File: config.mk
export PLATFORM = sky130hd
export DESIGN_NAME = sprite_blitter_flat
export DESIGN_NICKNAME = d
export VERILOG_FILES = /design/src/rtl/sprite_blitter_if.sv /design/src/rtl/sprite_blitter.sv /design/src/flat_wrapper.sv
export SDC_FILE = /design/constraint.sdc
export NUM_CORES = 1
export LEC_CHECK = 0
export ABC_AREA = 0
export CORE_ASPECT_RATIO = 0.7
export CORE_UTILIZATION = 40
export CTS_BUF_LIST = sky130_fd_sc_hd__clkbuf_8
export DETAILED_ROUTE_END_ITERATION = 8
export GPL_TIMING_DRIVEN = 0
export HOLD_SLACK_MARGIN = 0.02
export PLACE_DENSITY = 0.64
export SLEW_MARGIN = 15
export SYNTH_ARGS = -nofsm -noshare
export SYNTH_HDL_FRONTEND = slang
export SYNTH_SLANG_ARGS = --single-unit
export TNS_END_PERCENT = 1
File: constraint.sdc
create_clock -name clk -period 4.6 [get_ports clk]
set_input_delay 0.46 -clock clk [delete_from_list [all_inputs] [get_ports clk]]
set_output_delay 0.46 -clock clk [all_outputs]
set_load 0.05 [all_outputs]
File: src/rtl/sprite_blitter_if.sv
// Sprite blitter bus: draw request/status plus main-memory and framebuffer ports.
// master = requester side (also returns RAM read data), slave = blitter.
interface sprite_blitter_if #(
  parameter int MEM_ADDR_W = 12
);
  logic                  start;
  logic [6:0]            x;
  logic [5:0]            y;
  logic [3:0]            n;
  logic [MEM_ADDR_W-1:0] sprite_addr;
  logic                  busy;
  logic                  done;
  logic                  collision;
  logic [MEM_ADDR_W-1:0] mem_addr;
  logic [7:0]            mem_q;
  logic [9:0]            fb_read_address;
  logic [7:0]            fb_q;
  logic [9:0]            fb_write_address;
  logic [7:0]            fb_d;
  logic                  fb_we;

  modport master (
    output start, x, y, n, sprite_addr, mem_q, fb_q,
    input  busy, done, collision, mem_addr, fb_read_address, fb_write_address, fb_d, fb_we
  );

  modport slave (
    input  start, x, y, n, sprite_addr, mem_q, fb_q,
    output busy, done, collision, mem_addr, fb_read_address, fb_write_address, fb_d, fb_we
  );
endinterface

File: src/rtl/sprite_blitter.sv
// CHIP-8 DXYN sprite blitter: XOR-draws N sprite rows into a 128x64 byte-wide framebuffer.
// Optional SPRITE_CLIP_EN: clip at the bottom/right screen edges instead of wrapping.
module sprite_blitter #(
  parameter int MEM_ADDR_W = 12
) (
  input logic             clk,
  input logic             reset,
  sprite_blitter_if.slave bus
);
  typedef enum logic [2:0] {IDLE, RD_SPR, RD_FB0, WR_FB0, RD_FB1, WR_FB1, NEXT, DONE} state_t;

  state_t                state;
  logic [6:0]            x_r;
  logic [5:0]            y_r;
  logic [3:0]            n_r, row, row_nx;
  logic [MEM_ADDR_W-1:0] sa_r, mem_addr_r;
  logic [7:0]            spr, mask;
  logic [15:0]           sh;
  logic [2:0]            s;
  logic [3:0]            xb;
  logic [5:0]            yr;
  logic [9:0]            left, right, fb_ra, fb_wa;
  logic                  busy_r, done_r, coll_r, we_r, hit, do_right, skip_row;

  assign s      = x_r[2:0];
  assign xb     = x_r[6:3];
  assign yr     = y_r + {2'b00, row};
  assign left   = {yr, xb};
  assign right  = {yr, xb + 4'd1};
  assign row_nx = row + 4'd1;

  // Upper byte is the left-byte mask (spr>>s), lower byte the spill into the right byte.
  assign sh   = {spr, 8'h00} >> s;
  assign mask = (state == WR_FB1) ? sh[7:0] : sh[15:8];
  assign hit  = |(bus.fb_q & mask);

`ifdef SPRITE_CLIP_EN
  logic [6:0] y_nx;
  assign y_nx     = {1'b0, y_r} + {3'b000, row_nx};
  assign do_right = (s != 3'd0) && (xb != 4'hF);
  assign skip_row = y_nx[6];
`else
  assign do_right = (s != 3'd0);
  assign skip_row = 1'b0;
`endif

  always_ff @(posedge clk or posedge reset) begin
    if (reset) begin
      state      <= IDLE;
      busy_r     <= 1'b0;
      done_r     <= 1'b0;
      coll_r     <= 1'b0;
      we_r       <= 1'b0;
      mem_addr_r <= '0;
      fb_ra      <= '0;
      fb_wa      <= '0;
      x_r        <= '0;
      y_r        <= '0;
      n_r        <= '0;
      sa_r       <= '0;
      row        <= '0;
      spr        <= '0;
    end else begin
      case (state)
        IDLE: if (bus.start) begin
          x_r    <= bus.x;
          y_r    <= bus.y;
          n_r    <= bus.n;
          sa_r   <= bus.sprite_addr;
          row    <= '0;
          coll_r <= 1'b0;
          busy_r <= 1'b1;
          if (bus.n == 4'd0) begin
            state  <= DONE;
            done_r <= 1'b1;
          end else begin
            state      <= RD_SPR;
            mem_addr_r <= bus.sprite_addr;
          end
        end
        RD_SPR: begin
          fb_ra <= left;
          state <= RD_FB0;
        end
        // Read port moves off the byte being written so read and write never collide.
        RD_FB0: begin
          spr   <= bus.mem_q;
          we_r  <= 1'b1;
          fb_wa <= left;
          fb_ra <= right;
          state <= WR_FB0;
        end
        WR_FB0: begin
          coll_r <= coll_r | hit;
          we_r   <= 1'b0;
          state  <= do_right ? RD_FB1 : NEXT;
        end
        RD_FB1: begin
          we_r  <= 1'b1;
          fb_wa <= right;
          fb_ra <= left;
          state <= WR_FB1;
        end
        WR_FB1: begin
          coll_r <= coll_r | hit;
          we_r   <= 1'b0;
          state  <= NEXT;
        end
        NEXT: begin
          row <= row_nx;
          if (row_nx == n_r) begin
            state  <= DONE;
            done_r <= 1'b1;
          end else if (skip_row) begin
            state <= NEXT;
          end else begin
            mem_addr_r <= sa_r + MEM_ADDR_W'(row_nx);
            state      <= RD_SPR;
          end
        end
        DONE: begin
          done_r <= 1'b0;
          busy_r <= 1'b0;
          state  <= IDLE;
        end
        default: state <= IDLE;
      endcase
    end
  end

  assign bus.busy             = busy_r;
  assign bus.done             = done_r;
  assign bus.collision        = coll_r;
  assign bus.mem_addr         = mem_addr_r;
  assign bus.fb_read_address  = fb_ra;
  assign bus.fb_write_address = fb_wa;
  assign bus.fb_we            = we_r;
  assign bus.fb_d             = we_r ? (bus.fb_q ^ mask) : 8'h00;
endmodule

File: src/flat_wrapper.sv
// flat-port wrapper written by rule: the top's interface ports become plain ports
module sprite_blitter_flat 
#(
  parameter int MEM_ADDR_W = 12
)
  (clk, reset, bus_start, bus_x, bus_y, bus_n, bus_sprite_addr, bus_mem_q, bus_fb_q, bus_busy, bus_done, bus_collision, bus_mem_addr, bus_fb_read_address, bus_fb_write_address, bus_fb_d, bus_fb_we);
  sprite_blitter_if #(.MEM_ADDR_W(MEM_ADDR_W)) bus_i ();
  input logic clk;
  input logic reset;
  input wire logic [$bits(bus_i.start)-1:0] bus_start;
  input wire logic [$bits(bus_i.x)-1:0] bus_x;
  input wire logic [$bits(bus_i.y)-1:0] bus_y;
  input wire logic [$bits(bus_i.n)-1:0] bus_n;
  input wire logic [$bits(bus_i.sprite_addr)-1:0] bus_sprite_addr;
  input wire logic [$bits(bus_i.mem_q)-1:0] bus_mem_q;
  input wire logic [$bits(bus_i.fb_q)-1:0] bus_fb_q;
  output wire logic [$bits(bus_i.busy)-1:0] bus_busy;
  output wire logic [$bits(bus_i.done)-1:0] bus_done;
  output wire logic [$bits(bus_i.collision)-1:0] bus_collision;
  output wire logic [$bits(bus_i.mem_addr)-1:0] bus_mem_addr;
  output wire logic [$bits(bus_i.fb_read_address)-1:0] bus_fb_read_address;
  output wire logic [$bits(bus_i.fb_write_address)-1:0] bus_fb_write_address;
  output wire logic [$bits(bus_i.fb_d)-1:0] bus_fb_d;
  output wire logic [$bits(bus_i.fb_we)-1:0] bus_fb_we;
  assign bus_i.start = bus_start;
  assign bus_i.x = bus_x;
  assign bus_i.y = bus_y;
  assign bus_i.n = bus_n;
  assign bus_i.sprite_addr = bus_sprite_addr;
  assign bus_i.mem_q = bus_mem_q;
  assign bus_i.fb_q = bus_fb_q;
  assign bus_busy = bus_i.busy;
  assign bus_done = bus_i.done;
  assign bus_collision = bus_i.collision;
  assign bus_mem_addr = bus_i.mem_addr;
  assign bus_fb_read_address = bus_i.fb_read_address;
  assign bus_fb_write_address = bus_i.fb_write_address;
  assign bus_fb_d = bus_i.fb_d;
  assign bus_fb_we = bus_i.fb_we;
  sprite_blitter #(.MEM_ADDR_W(MEM_ADDR_W)) u_core (.clk(clk), .reset(reset), .bus(bus_i));
endmodule
==> flow_summary_export.csv <==
group,metric,value,unit
setup_path,slowest_stage,"clkdlybuf4s50_1",
cts,clockBufferDepth,2,
global_route,grt_pass1_vias,3833,
setup_path,critPathTopFamily,"buffers and inverters",
routing,drtPass1Iterations,5,
routing,avgRoutedWirePerCell,16.1,um
routing,routed_wl,11500,um
routing,num_vias,3758,
setup_path,regToRegStartpoint,"u_core.state[2]$_DFFE_PP0N_",
sta,worstMarginPinSlew,694,ps
cts,cts_tree,"built",
finish,fill_cells,993,
setup_path,critical_path_buf_inv_count,3,
sta,maxSlewViolCount,0,
global_route,antenna_found_initial,0,
logic_synthesis,yosys_warnings,0,
setup_path,crit_path_max_fanout,10,
global_route,grt_usage,21.0,%
placement,numPortBuffers,91,
job,cap_viol_max_count,0,
setup_path,critical_path.endpoint,"bus_fb_d[5]",
sta,fin_crit_sh,78.6,%
floorplan,fp.dieW,129,um
power,power_density,885,nW/um2
cts,cts_buffers,9,
sta,clock_skew,6.84,ps
logic_synthesis,synth_top_flop_cell,"dfrtp_1",
routing,drt_iter0_drc,186,
routing,antenna_left,0,
logic_synthesis,synth.avg_cell_area,10.0,um2
power,irDropWorstVdd,0.474,mV
setup_path,reg2reg_to,"u_core.bus.collision$_DFFE_PP0P_",
cts,worstSkewPairLatency,360,ps
sta,holdWs,432,ps
setup_path,r2r_setup_slack,1920,ps
worst_hold_path,min_path_type,"input pin to async pin",
setup_path,crit_required,4140,ps
setup_path,crit_cells,10,
cts,cts.repair.resized,0,
floorplan,die_h,91.2,um
finish,final_core_util,53.3,%
status,outcome,"complete, no violations",
placement,place.gp.congestion,0.868,
setup_path,slowest_delay,800,ps
setup_path,r2r_cells,11,
cts,hold_buffers,0,
cts,root_buffer,"clkbuf_8",
cts,cts_setup_buffers,0,
logic_synthesis,synth.area.top_cells,"dfrtp_1 (44%), nand2_1 (7.3%), mux2_2 (6.9%)",
sta,relSlewSlack,53.7,%
logic_synthesis,synth_nets,522,
sta,min_period,3620,ps
global_route,grt_pass1_wl,19300,um
finish,diodes,0,
sta,fin_tns_setup,0,ps
floorplan,start_util,41.2,%
sta,finalSetupViolCount,0,
logic_synthesis,synth_cell_types,57,
logic_synthesis,synth-edff-count,0,
power,power.leakage,0.00260,uW
cts,path_clk_slew,80,ps
logic_synthesis,synth-seq-cells,80,
routing,drc,0,
floorplan,num_io_pins,92,
global_route,grt_max_degree,56,
sta,hold_violations,0,
setup_path,critPathLaunchType,"register",
setup_path,cp-startpoint,"u_core.state[2]$_DFFE_PP0N_",
cts,cts_num_sinks,80,
logic_synthesis,netlist_instances,454,
sta,fmax,0.276,GHz
setup_path,path_cells,"buf_6, and3b_1, buf_6, and2_4, a221o_1, nand2_1, o22ai_1, ha_1, and2_1, clkdlybuf4s50_1",
logic_synthesis,synth_top_area_share,44.0,%
logic_synthesis,ys_seq_area_share,44.0,%
finish,fin_nets,625,
finish,areaGrowthSynthToFinish,29.4,%
logic_synthesis,synth_top_area_cell,"dfrtp_1",
placement,hpwl,8490,um
setup_path,critPathCaptureType,"output port",
setup_path,crit_top_cell,"buf_6",
cts,htreeDepth,3,
routing,vias_per_cell,5.26,
floorplan,core,11100,um2
floorplan,rows,32,
setup_path,arrival,3160,ps
floorplan,fp.dieArea,11800,um2
global_route,gr-total-overflow,0,
logic_synthesis,netlist_area,4550,um2
sta,grt_setup_unrepaired,"false",
logic_synthesis,async_flop_share,100,%
setup_path,criticalPathCategory,"register to output port",
finish,drive_above_1_share,14.8,%
## flip-flops by register name (all words and copies together), names as in the netlist
| register | flops |
|---|---|
| u_core.row | 4 |
| u_core.y_r | 6 |
| u_core.bus.mem_addr | 12 |
| u_core.bus.done | 1 |
| u_core.bus.fb_read_address | 10 |
| u_core.sa_r | 12 |
| u_core.n_r | 4 |
| u_core.bus.fb_we | 1 |
| u_core.bus.collision | 1 |
| u_core.x_r | 7 |
| u_core.bus.busy | 1 |
| u_core.spr | 8 |
| u_core.bus.fb_write_address | 10 |
| u_core.state | 3 |
## final cells by class
class	count	area, um2	area share (%)
Buffer	22	141	2.40
Clock buffer	12	165	2.80
Clock inverter	3	41.3	0.701
Inverter	14	55.1	0.935
Multi-Input combinational cell	338	2350	40.0
Sequential cell	80	2000	34.0
Tap cell	153	191	3.25
Timing Repair Buffer	92	938	15.9
## per-stage QoR
stage	cell area, um2	total power [uW]	instances	setup WS, ps
global placement	5650	4590	698	714
floorplan	4550	3730	454	1970
detailed placement	5680	4660	699	1370
finish	5890	5210	714	983
CTS	5890	5220	714	964
global route	5890	5590	714	853
## logic make-up (layout without fill, tap and decap cells)
kind of cell | after synthesis | in the layout | synth area share [%]
buf+inv | 36 | 143 | 4.26
mux | 37 | 37 | 8.91
fa+ha+maj | 20 | 20 | 5.83
compound gates | 112 | 112 | 18.0
simple gates | 148 | 148 | 14.7
flops | 80 | 80 | 44.0
xor+xnor | 21 | 21 | 4.34
## per-layer routing
metal	vias up	global-route usage, %	wire length (um)
met5	-	0	0
met3	11	4.36	699
met2	127	32.0	4980
met4	0	5.14	125
met1	1799	30.4	5700
li1	1821	-	-
## Yosys cell counts, types with 4 or more instances
master,n
a2bb2oi_2,9
a31oi_1,4
xor2_1,9
dfrtp_1,80
nor2_1,20
buf_6,5
xnor2_1,11
o22ai_1,19
clkbuf_1,6
inv_1,11
mux2i_1,9
ha_1,18
nand3_1,6
a21o_1,5
nand2_1,89
and3_1,4
a21oi_1,19
buf_2,8
o2bb2ai_1,4
mux2_2,28
nor3_1,4
o21ai_0,26
and2_1,9
## how the worst min path moves through the flow
| stage | start | to | slack (ps) | depth (start not counted) |
|---|---|---|---|---|
| final | reset | u_core.spr[7]$_DFFE_PP0P_ | 430 | 2 |
| after global routing | reset | u_core.spr[4]$_DFFE_PP0P_ | 460 | 2 |
| after CTS | reset | u_core.x_r[0]$_DFFE_PP0P_ | 430 | 2 |
| after detailed placement | u_core.bus.fb_read_address[4]$_DFFE_PP0P_ | u_core.bus.fb_read_address[4]$_DFFE_PP0P_ | 470 | 2 |
| after global placement | u_core.bus.collision$_DFFE_PP0P_ | u_core.bus.collision$_DFFE_PP0P_ | 460 | 1 |
| after floorplan | u_core.n_r[0]$_DFFE_PP0P_ | u_core.n_r[0]$_DFFE_PP0P_ | 470 | 2 |
## power by group
group | leakage (uW) | internal (uW) | switching, uW
sequential | 0.000966 | 1060 | 309
combinational | 0.00153 | 1340 | 1960
clock | 0.000106 | 290 | 248
## placed cells by master (no fill, tap or decap), types with 3 or more instances in the layout
cell type / count
clkdlybuf4s50_1: 91
nand2_1: 89
dfrtp_1: 80
mux2_2: 28
o21ai_0: 26
nor2_1: 20
o22ai_1: 19
a21oi_1: 19
ha_1: 18
clkbuf_8: 12
inv_1: 11
xnor2_1: 11
and2_1: 9
xor2_1: 9
a2bb2oi_2: 9
mux2i_1: 9
buf_2: 8
clkbuf_1: 6
nand3_1: 6
buf_6: 5
a21o_1: 5
a31oi_1: 4
o2bb2ai_1: 4
nor3_1: 4
and3_1: 4
buf_4: 3
clkinv_1: 3
nor2_2: 3
a211oi_1: 3
(Power assumes the default switching activity.)
